--- src/rtl/fb_scanout.sv ---
// fb_scanout - display-side reader for the double-buffered 32x32 RGB444
// frame buffer. Generates VGA timing, walks the buffer read address across
// the cell grid (each cell scaled to CELL_W x CELL_H screen pixels), drives
// RGB and sync to the pins, and requests a buffer swap at the start of
// vertical blanking once the renderer has reported a complete frame.
//
// Ports:
//   clk          system clock (single domain)
//   rst          synchronous, active-high reset
//   frame_ready  one-clk pulse: renderer's back buffer holds a full frame
//   buf_en       buffer enable; a read or a swap happens on this edge
//   buf_swap     one-clk swap request, always together with buf_en
//   buf_addr     read address {cell_y, cell_x}
//   buf_dout     buffer read data, valid 1 clk after the enabled edge
//   red/green/blue  4-bit colour, 0 outside active video
//   hsync/vsync  active-low syncs, aligned with RGB
//   frame_done   one-clk pulse at the start of each vertical blank
module fb_scanout #(
  parameter int CLK_DIV  = 4,
  parameter int H_ACTIVE = 640,
  parameter int H_FP     = 16,
  parameter int H_SYNC   = 96,
  parameter int H_BP     = 48,
  parameter int V_ACTIVE = 480,
  parameter int V_FP     = 10,
  parameter int V_SYNC   = 2,
  parameter int V_BP     = 33,
  parameter int CELL_W   = 20,
  parameter int CELL_H   = 15
) (
  input  logic        clk,
  input  logic        rst,
  input  logic        frame_ready,
  output logic        buf_en,
  output logic        buf_swap,
  output logic [9:0]  buf_addr,
  input  logic [11:0] buf_dout,
  output logic [3:0]  red,
  output logic [3:0]  green,
  output logic [3:0]  blue,
  output logic        hsync,
  output logic        vsync,
  output logic        frame_done
);

  localparam int H_TOTAL = H_ACTIVE + H_FP + H_SYNC + H_BP;
  localparam int V_TOTAL = V_ACTIVE + V_FP + V_SYNC + V_BP;
  localparam int DW  = $clog2(CLK_DIV);
  // +1 so that H_TOTAL / V_TOTAL themselves are representable in compares
  localparam int HW  = $clog2(H_TOTAL + 1);
  localparam int VW  = $clog2(V_TOTAL + 1);
  localparam int SXW = (CELL_W > 1) ? $clog2(CELL_W) : 1;
  localparam int SYW = (CELL_H > 1) ? $clog2(CELL_H) : 1;

  localparam logic [DW-1:0]  DIV_LAST  = DW'(CLK_DIV - 1);
  localparam logic [HW-1:0]  H_LAST    = HW'(H_TOTAL - 1);
  localparam logic [VW-1:0]  V_LAST    = VW'(V_TOTAL - 1);
  localparam logic [HW-1:0]  H_ACT     = HW'(H_ACTIVE);
  localparam logic [VW-1:0]  V_ACT     = VW'(V_ACTIVE);
  localparam logic [HW-1:0]  HS_START  = HW'(H_ACTIVE + H_FP);
  localparam logic [HW-1:0]  HS_END    = HW'(H_ACTIVE + H_FP + H_SYNC);
  localparam logic [VW-1:0]  VS_START  = VW'(V_ACTIVE + V_FP);
  localparam logic [VW-1:0]  VS_END    = VW'(V_ACTIVE + V_FP + V_SYNC);
  localparam logic [SXW-1:0] SX_LAST   = SXW'(CELL_W - 1);
  localparam logic [SYW-1:0] SY_LAST   = SYW'(CELL_H - 1);

  logic [DW-1:0]  div;
  logic [HW-1:0]  h;
  logic [VW-1:0]  v;
  logic [SXW-1:0] sx;
  logic [SYW-1:0] sy;
  logic [4:0]     cell_x;
  logic [4:0]     cell_y;
  logic           pending;

  logic tick;
  logic h_wrap;
  logic v_wrap;
  logic active;
  logic vblank;
  logic swap;
  logic hs_now;
  logic vs_now;
  logic active_d1;
  logic hs_d1;
  logic vs_d1;

  assign tick   = (div == DIV_LAST);
  assign h_wrap = (h == H_LAST);
  assign v_wrap = (v == V_LAST);
  assign active = (h < H_ACT) && (v < V_ACT);
  assign vblank = tick && (h == '0) && (v == V_ACT);
  assign swap   = vblank && (pending || frame_ready);

  assign buf_en     = (tick && active) || swap;
  assign buf_swap   = swap;
  assign frame_done = vblank;
  // At the vblank tick cell_y/cell_x have already wrapped to 0, but the
  // swap address is forced anyway so it never depends on the cell grid.
  assign buf_addr   = swap ? 10'd0 : {cell_y, cell_x};

  assign hs_now = !((h >= HS_START) && (h < HS_END));
  assign vs_now = !((v >= VS_START) && (v < VS_END));

  // Raster and cell counters. The cell counters track h/v exactly so the
  // address is a plain concatenation, with no divide by CELL_W/CELL_H.
  always_ff @(posedge clk) begin
    if (rst) begin
      div    <= '0;
      h      <= '0;
      v      <= '0;
      sx     <= '0;
      sy     <= '0;
      cell_x <= '0;
      cell_y <= '0;
    end else begin
      div <= tick ? '0 : div + 1'b1;
      if (tick) begin
        if (h_wrap) begin
          h      <= '0;
          sx     <= '0;
          cell_x <= '0;
          if (v_wrap) begin
            v      <= '0;
            sy     <= '0;
            cell_y <= '0;
          end else begin
            v <= v + 1'b1;
            if (v < V_ACT) begin
              if (sy == SY_LAST) begin
                sy     <= '0;
                cell_y <= cell_y + 5'd1;
              end else begin
                sy <= sy + 1'b1;
              end
            end
          end
        end else begin
          h <= h + 1'b1;
          if (h < H_ACT) begin
            if (sx == SX_LAST) begin
              sx     <= '0;
              cell_x <= cell_x + 5'd1;
            end else begin
              sx <= sx + 1'b1;
            end
          end
        end
      end
    end
  end

  // A frame_ready arriving in the swap clock is consumed by that swap.
  always_ff @(posedge clk) begin
    if (rst) begin
      pending <= 1'b0;
    end else if (swap) begin
      pending <= 1'b0;
    end else if (frame_ready) begin
      pending <= 1'b1;
    end
  end

  // Two-stage output pipeline: the buffer read takes one clk, the colour
  // register the second; syncs ride a matching two-stage delay.
  always_ff @(posedge clk) begin
    if (rst) begin
      active_d1 <= 1'b0;
      hs_d1     <= 1'b1;
      vs_d1     <= 1'b1;
      hsync     <= 1'b1;
      vsync     <= 1'b1;
      red       <= '0;
      green     <= '0;
      blue      <= '0;
    end else begin
      active_d1 <= active;
      hs_d1     <= hs_now;
      vs_d1     <= vs_now;
      hsync     <= hs_d1;
      vsync     <= vs_d1;
      if (active_d1) begin
        red   <= buf_dout[11:8];
        green <= buf_dout[7:4];
        blue  <= buf_dout[3:0];
      end else begin
        red   <= '0;
        green <= '0;
        blue  <= '0;
      end
    end
  end

endmodule

--- config.mk ---
export PLATFORM = sky130hd
export DESIGN_NAME = fb_scanout
export DESIGN_NICKNAME = d
export VERILOG_FILES = /design/src/rtl/fb_scanout.sv
export SDC_FILE = /design/constraint.sdc
export NUM_CORES = 1
export LEC_CHECK = 0
export CORE_UTILIZATION = 58
export CTS_BUF_LIST = sky130_fd_sc_hd__clkbuf_16
export CTS_CLUSTER_SIZE = 20
export DETAILED_ROUTE_END_ITERATION = 10
export PLACE_DENSITY = 0.84
export SLEW_MARGIN = 30
export SYNTH_ARGS = -nofsm -noshare
export SYNTH_HDL_FRONTEND = slang
export SYNTH_SLANG_ARGS = --single-unit
--- constraint.sdc ---
create_clock -name clk -period 4.32 [get_ports clk]
set_clock_uncertainty 0.1 [all_clocks]
set_input_delay 1.296 -clock clk [delete_from_list [all_inputs] [get_ports clk]]
set_output_delay 1.296 -clock clk [all_outputs]
set_load 0.01 [all_outputs]
Yosys cells after proc, flatten, opt, wreduce, memory -nomap -nowiden --
Cells that the tools add are included.
Operators by class: add/sub/neg operators 7, $lt $le $gt $ge 6, eq/ne operators 6, mux-type cells 15, bitwise logic cells 1, reduce and logical (&&, ||, !) cells 24
Operator list (count):
- two-way mux 5 bit | 9
- two-way mux 10 bit | 3
- adder 10 x 1 -> 10 bit (second input constant) | 2
- == test 10 bit (second input constant) | 2
- less-than comparator 10 bit (second input constant) | 2
- less-than comparator 10 x 9 -> 1 bit (second input constant) | 2
- adder 5 x 1 -> 5 bit (second input constant) | 3
- two-way mux 4 bit | 3
- == test 10 x 9 -> 1 bit (second input constant) | 1
- greater-or-equal comparator 10 bit (second input constant) | 1
- greater-or-equal comparator 10 x 9 -> 1 bit (second input constant) | 1
- logical NOT 10 bit | 1
- nonzero test 2 bit | 4
- logical AND 1 bit | 7
- AND reduction 3 bit | 2
- OR reduction 2 bit | 3
- == test 5 bit (second input constant) | 1
- adder 4 x 1 -> 4 bit (second input constant) | 1
- == test 4 bit (second input constant) | 1
- AND reduction 2 bit | 2
- AND reduction 4 bit | 1
- adder 2 x 1 -> 2 bit (second input constant) | 1
- == test 2 bit (second input constant) | 1
- logical NOT 1 bit | 2
- 2 further kinds | 3
Word-level totals: register bits 59, input bits 15, output and inout port bits 27, word-level logic and storage cells 75

Depth between registers and ports, before layout --
depth after elaboration 5, gate-level depth with buffers 7, gate-level depth less buffers 6

Least setup slack after synthesis --
OpenSTA, ideal clock, no wires.
path type input-to-output, from input port frame_ready, to output port buf_en, arrival 1.920 ns, required time 2.924 ns, slack 1.004 ns, cell stages on the path 4, buffers on the path 1, path through nor2_1 -> nor4_4 -> buf_4 -> a31o_1
On the way: word-level cells in the longest chain between the ends 3
Ends and longest elaborated chain:
- start: declaration | RTL line 33 | input logic frame_ready,
- logical OR 1 bit | RTL line 93 | assign swap = vblank && (pending || frame_ready);
- logical AND 1 bit | RTL line 93
- via buf_swap | RTL line 35 | output logic buf_swap,
- logical OR 1 bit | RTL line 95 | assign buf_en = (tick && active) || swap;
- end: declaration | RTL line 34 | output logic buf_en,
The timed path passes the listed nets, and every way through them passes these cells.

Worst setup path in the final report --
from input port frame_ready, to output port buf_addr[5]
On the way: word-level cells in the longest chain between the ends 3
Ends and longest elaborated chain:
- logical OR 1 bit | RTL line 93
- logical AND 1 bit | RTL line 93
- two-way mux 10 bit | RTL line 100 | assign buf_addr = swap ? 10'd0 : {cell_y, cell_x};
- end: declaration | RTL line 36 | output logic [9:0] buf_addr,
No other way between the ends.

==> key figures <==
Global route
  – Total gr overflow: 0
  – Initial antenna violation count: 0
  – Global-route wire length before repair: 11.0 mm
  – Vias in the first global route: 2346
  – GR Util All Layers: 26.7%
  – Largest net degree at the start of global routing: 29

Place
  – DP Area: 0.00333 mm^2
  – Placed insts: 423
  – Port Buffer Count: 41
  – Gpl congestion: 0.815
  – HPWL Detailed: 4.32 mm

Floorplan
  – Core area: 0.00475 mm^2
  – Die area: 0.00527 mm^2
  – Die Y: 72.6 um
  – Top Ports: 42
  – Horiz. Die Dim: 72.6 um
  – Rows: 25
  – Initial Util: 60.8%

Yosys
  – Synth unique cells: 51
  – Post-synthesis async set-or-reset flop share: 0%
  – Post-Syn Instances: 329
  – Number of synthesized flops with an enable pin: 0
  – Share of the synthesized area in the top cell type: 40.9%
  – Flip-flop and latch count after synthesis: 59
  – Ys flop type: dfxtp_1
  – Area leader, netlist: dfxtp_1
  – Synthesized area: 0.00289 mm^2
  – Syn avg cell area: 8.78 um^2
  – Yosys warns: 0
  – Syn Nets: 355
  – Top cells by area, synth: dfxtp_1, ha_1, nand2_1
  – Register area share after synthesis: 40.9%

Finish
  – Filler cell count: 352
  – Layout area overhead: 25.1%
  – Fin nets: 393
  – Fin area: 0.00361 mm^2
  – Most frequent cells in the layout: dfxtp_1, clkdlybuf4s50_1, nand2_1
  – Antenna Cells: 0
  – Fin cells: 439
  – Layout cell share with drive strength beyond 1: 7.80%
  – Most common cell after layout, fill and taps aside: dfxtp_1

STA
  – Final Cycle Share: 97.2%
  – Max Slew Vio Count: 0
  – Fin crit period: 4200 ps
  – Setup_tns: 0 ps
  – Final setup violation count: 0
  – Final Hold Vio Count: 0
  – Slew Limit Headroom: 62.3%
  – Unrepaired setup endpoints after global routing: no
  – F_max: 238 MHz
  – Actual slew at the worst max-slew pin: 564 ps

Route
  – DR pass1 iterations: 4
  – Routed WL: 6.56 mm
  – WL/cell: 14.9 um
  – Antenna Nets Post-Route: 0
  – Routed vias: 2638
  – Via/cell ratio: 6.01
  – Drc violations: 0
  – Iter 0 DRT Violations: 242

Clock tree
  – Skew-Pair Late Insertion Delay: 320 ps
  – Root Buffer: clkbuf_16
  – Hold_buf cts: 0
  – Clock Tree Buf Depth: 2
  – H-tree levels: 3
  – Clk slew on worst S/H paths: 50 ps
  – TritonCTS clock tree: built
  – CTS Buf Count: 9
  – CTS sink count: 59

Setup path
  – Critical Path Source Type: input pin
  – Crit path DAT: 2800 ps
  – Worst EP required: 2920 ps
  – Max FO, Critical Path: 11
  – CP Class: in -> out
  – CP endpoint kind: primary output
  – R2R depth: 5

Pwr
  – Maximum vdd drop: 277 uV
  – Leakage power: 0.00126 uW
  – Pwr dens: 366 mW/mm^2
  – Final Power: 1320 uW

Worst hold path
  – Worst Hold Depth: 1
  – Min-delay worst type: reg -> reg

Outcome
  – Status: finished, final reports clean

Flow run
  – # Max-Cap Violations: 0
through the flow:
stage          util (%)  hold slack (ps)  setup slack [ps]
4_1_cts            76.0              316              56.8
5_1_grt            76.0              339              36.8
6_report           76.0              317               122
3_3_place_gp       70.0              298               102
2_1_floorplan         -              289              1000
3_5_place_dp       70.0              300              73.7
cell usage after synthesis (3+ instances only):
| master | count |
|---|---|
| a21oi_1 | 11 |
| xor2_1 | 7 |
| clkbuf_1 | 9 |
| a41oi_1 | 3 |
| or3_1 | 7 |
| buf_2 | 3 |
| a211oi_1 | 4 |
| buf_1 | 3 |
| ha_1 | 11 |
| nor4_1 | 3 |
| inv_1 | 10 |
| o2bb2ai_1 | 4 |
| and2_1 | 15 |
| nand2b_1 | 3 |
| nand4_1 | 13 |
| and4_1 | 3 |
| and3_1 | 6 |
| o21ai_0 | 13 |
| a32o_1 | 6 |
| a31oi_1 | 5 |
| nor2b_1 | 13 |
| or4_1 | 7 |
| nor2_1 | 18 |
| nand2_1 | 26 |
| nor3_1 | 13 |
| nand3_1 | 18 |
| o31ai_1 | 3 |
| dfxtp_1 | 59 |
state kept, by name (all words and copies together), names as in the netlist, 4 cells and up:
name and flops:
blue 4, v 10, sx 5, h 10
cell_x 5, sy 4, green 4, cell_y 5
red 4
routing by layer:
| layer | vias up | share of wire [%] | wire (um) | track usage (%) |
|---|---|---|---|---|
| met5 | - | 0 | 0 | 0 |
| met4 | 0 | 1.6 | 107 | 13.3 |
| met3 | 11 | 6.1 | 399 | 4.14 |
| met2 | 98 | 45 | 2960 | 40.6 |
| met1 | 1230 | 47 | 3090 | 37.0 |
| li1 | 1299 | - | - | - |
layout make-up:
class / instances / area [um^2] / area share, %
clock buffer: 9 / 225 / 6.23
clock inverter: 7 / 60.1 / 1.66
inverter: 10 / 37.5 / 1.04
multi-input combinational: 242 / 1590 / 43.9
sequential: 59 / 1180 / 32.7
tap: 67 / 83.8 / 2.32
timing repair buffer: 45 / 440 / 12.2
where the power goes:
part / switching, uW / internal, uW / leakage (uW)
Sequential: 9.77 / 559 / 0.000479
Combinational: 35.2 / 40.7 / 0.000638
Clock: 240 / 438 / 0.000144
cells by family (layout without fill, tap and decap cells):
group	after synthesis	in the layout	synth area share [%]
adder cells (fa/ha/maj)	11	11	4.76
AND/OR/NAND/NOR	161	161	32.3
XOR/XNOR	8	8	2.43
AO/OA/AOI/OAI	62	62	15.3
flip-flops	59	59	40.9
buffers and inverters	28	71	4.29
final timing paths:
check                                       start                 end  slack [ps]
worst max-delay path                  frame_ready         buf_addr[5]         120
worst min register to register   vs_d1$_SDFF_PP1_    vsync$_SDFF_PP1_         320
worst min-delay path             vs_d1$_SDFF_PP1_    vsync$_SDFF_PP1_         320
worst max register to register  h[0]$_SDFFE_PP0P_  sy[2]$_SDFFE_PP0P_        1830
what timing repair did:
item	CTS	global route
gates resized for setup	0	1
endpoints found under the setup margin	0	3
setup buffers	0	0
worst max-delay path, stage by stage:
cell and delay [ps]:
clkdlybuf4s50_1 410, nor2_2 170, nor4_4 60, buf_4 180, nor2b_1 130, clkdlybuf4s50_1 550
No activity file was read; power rests on OpenSTA's default activity.
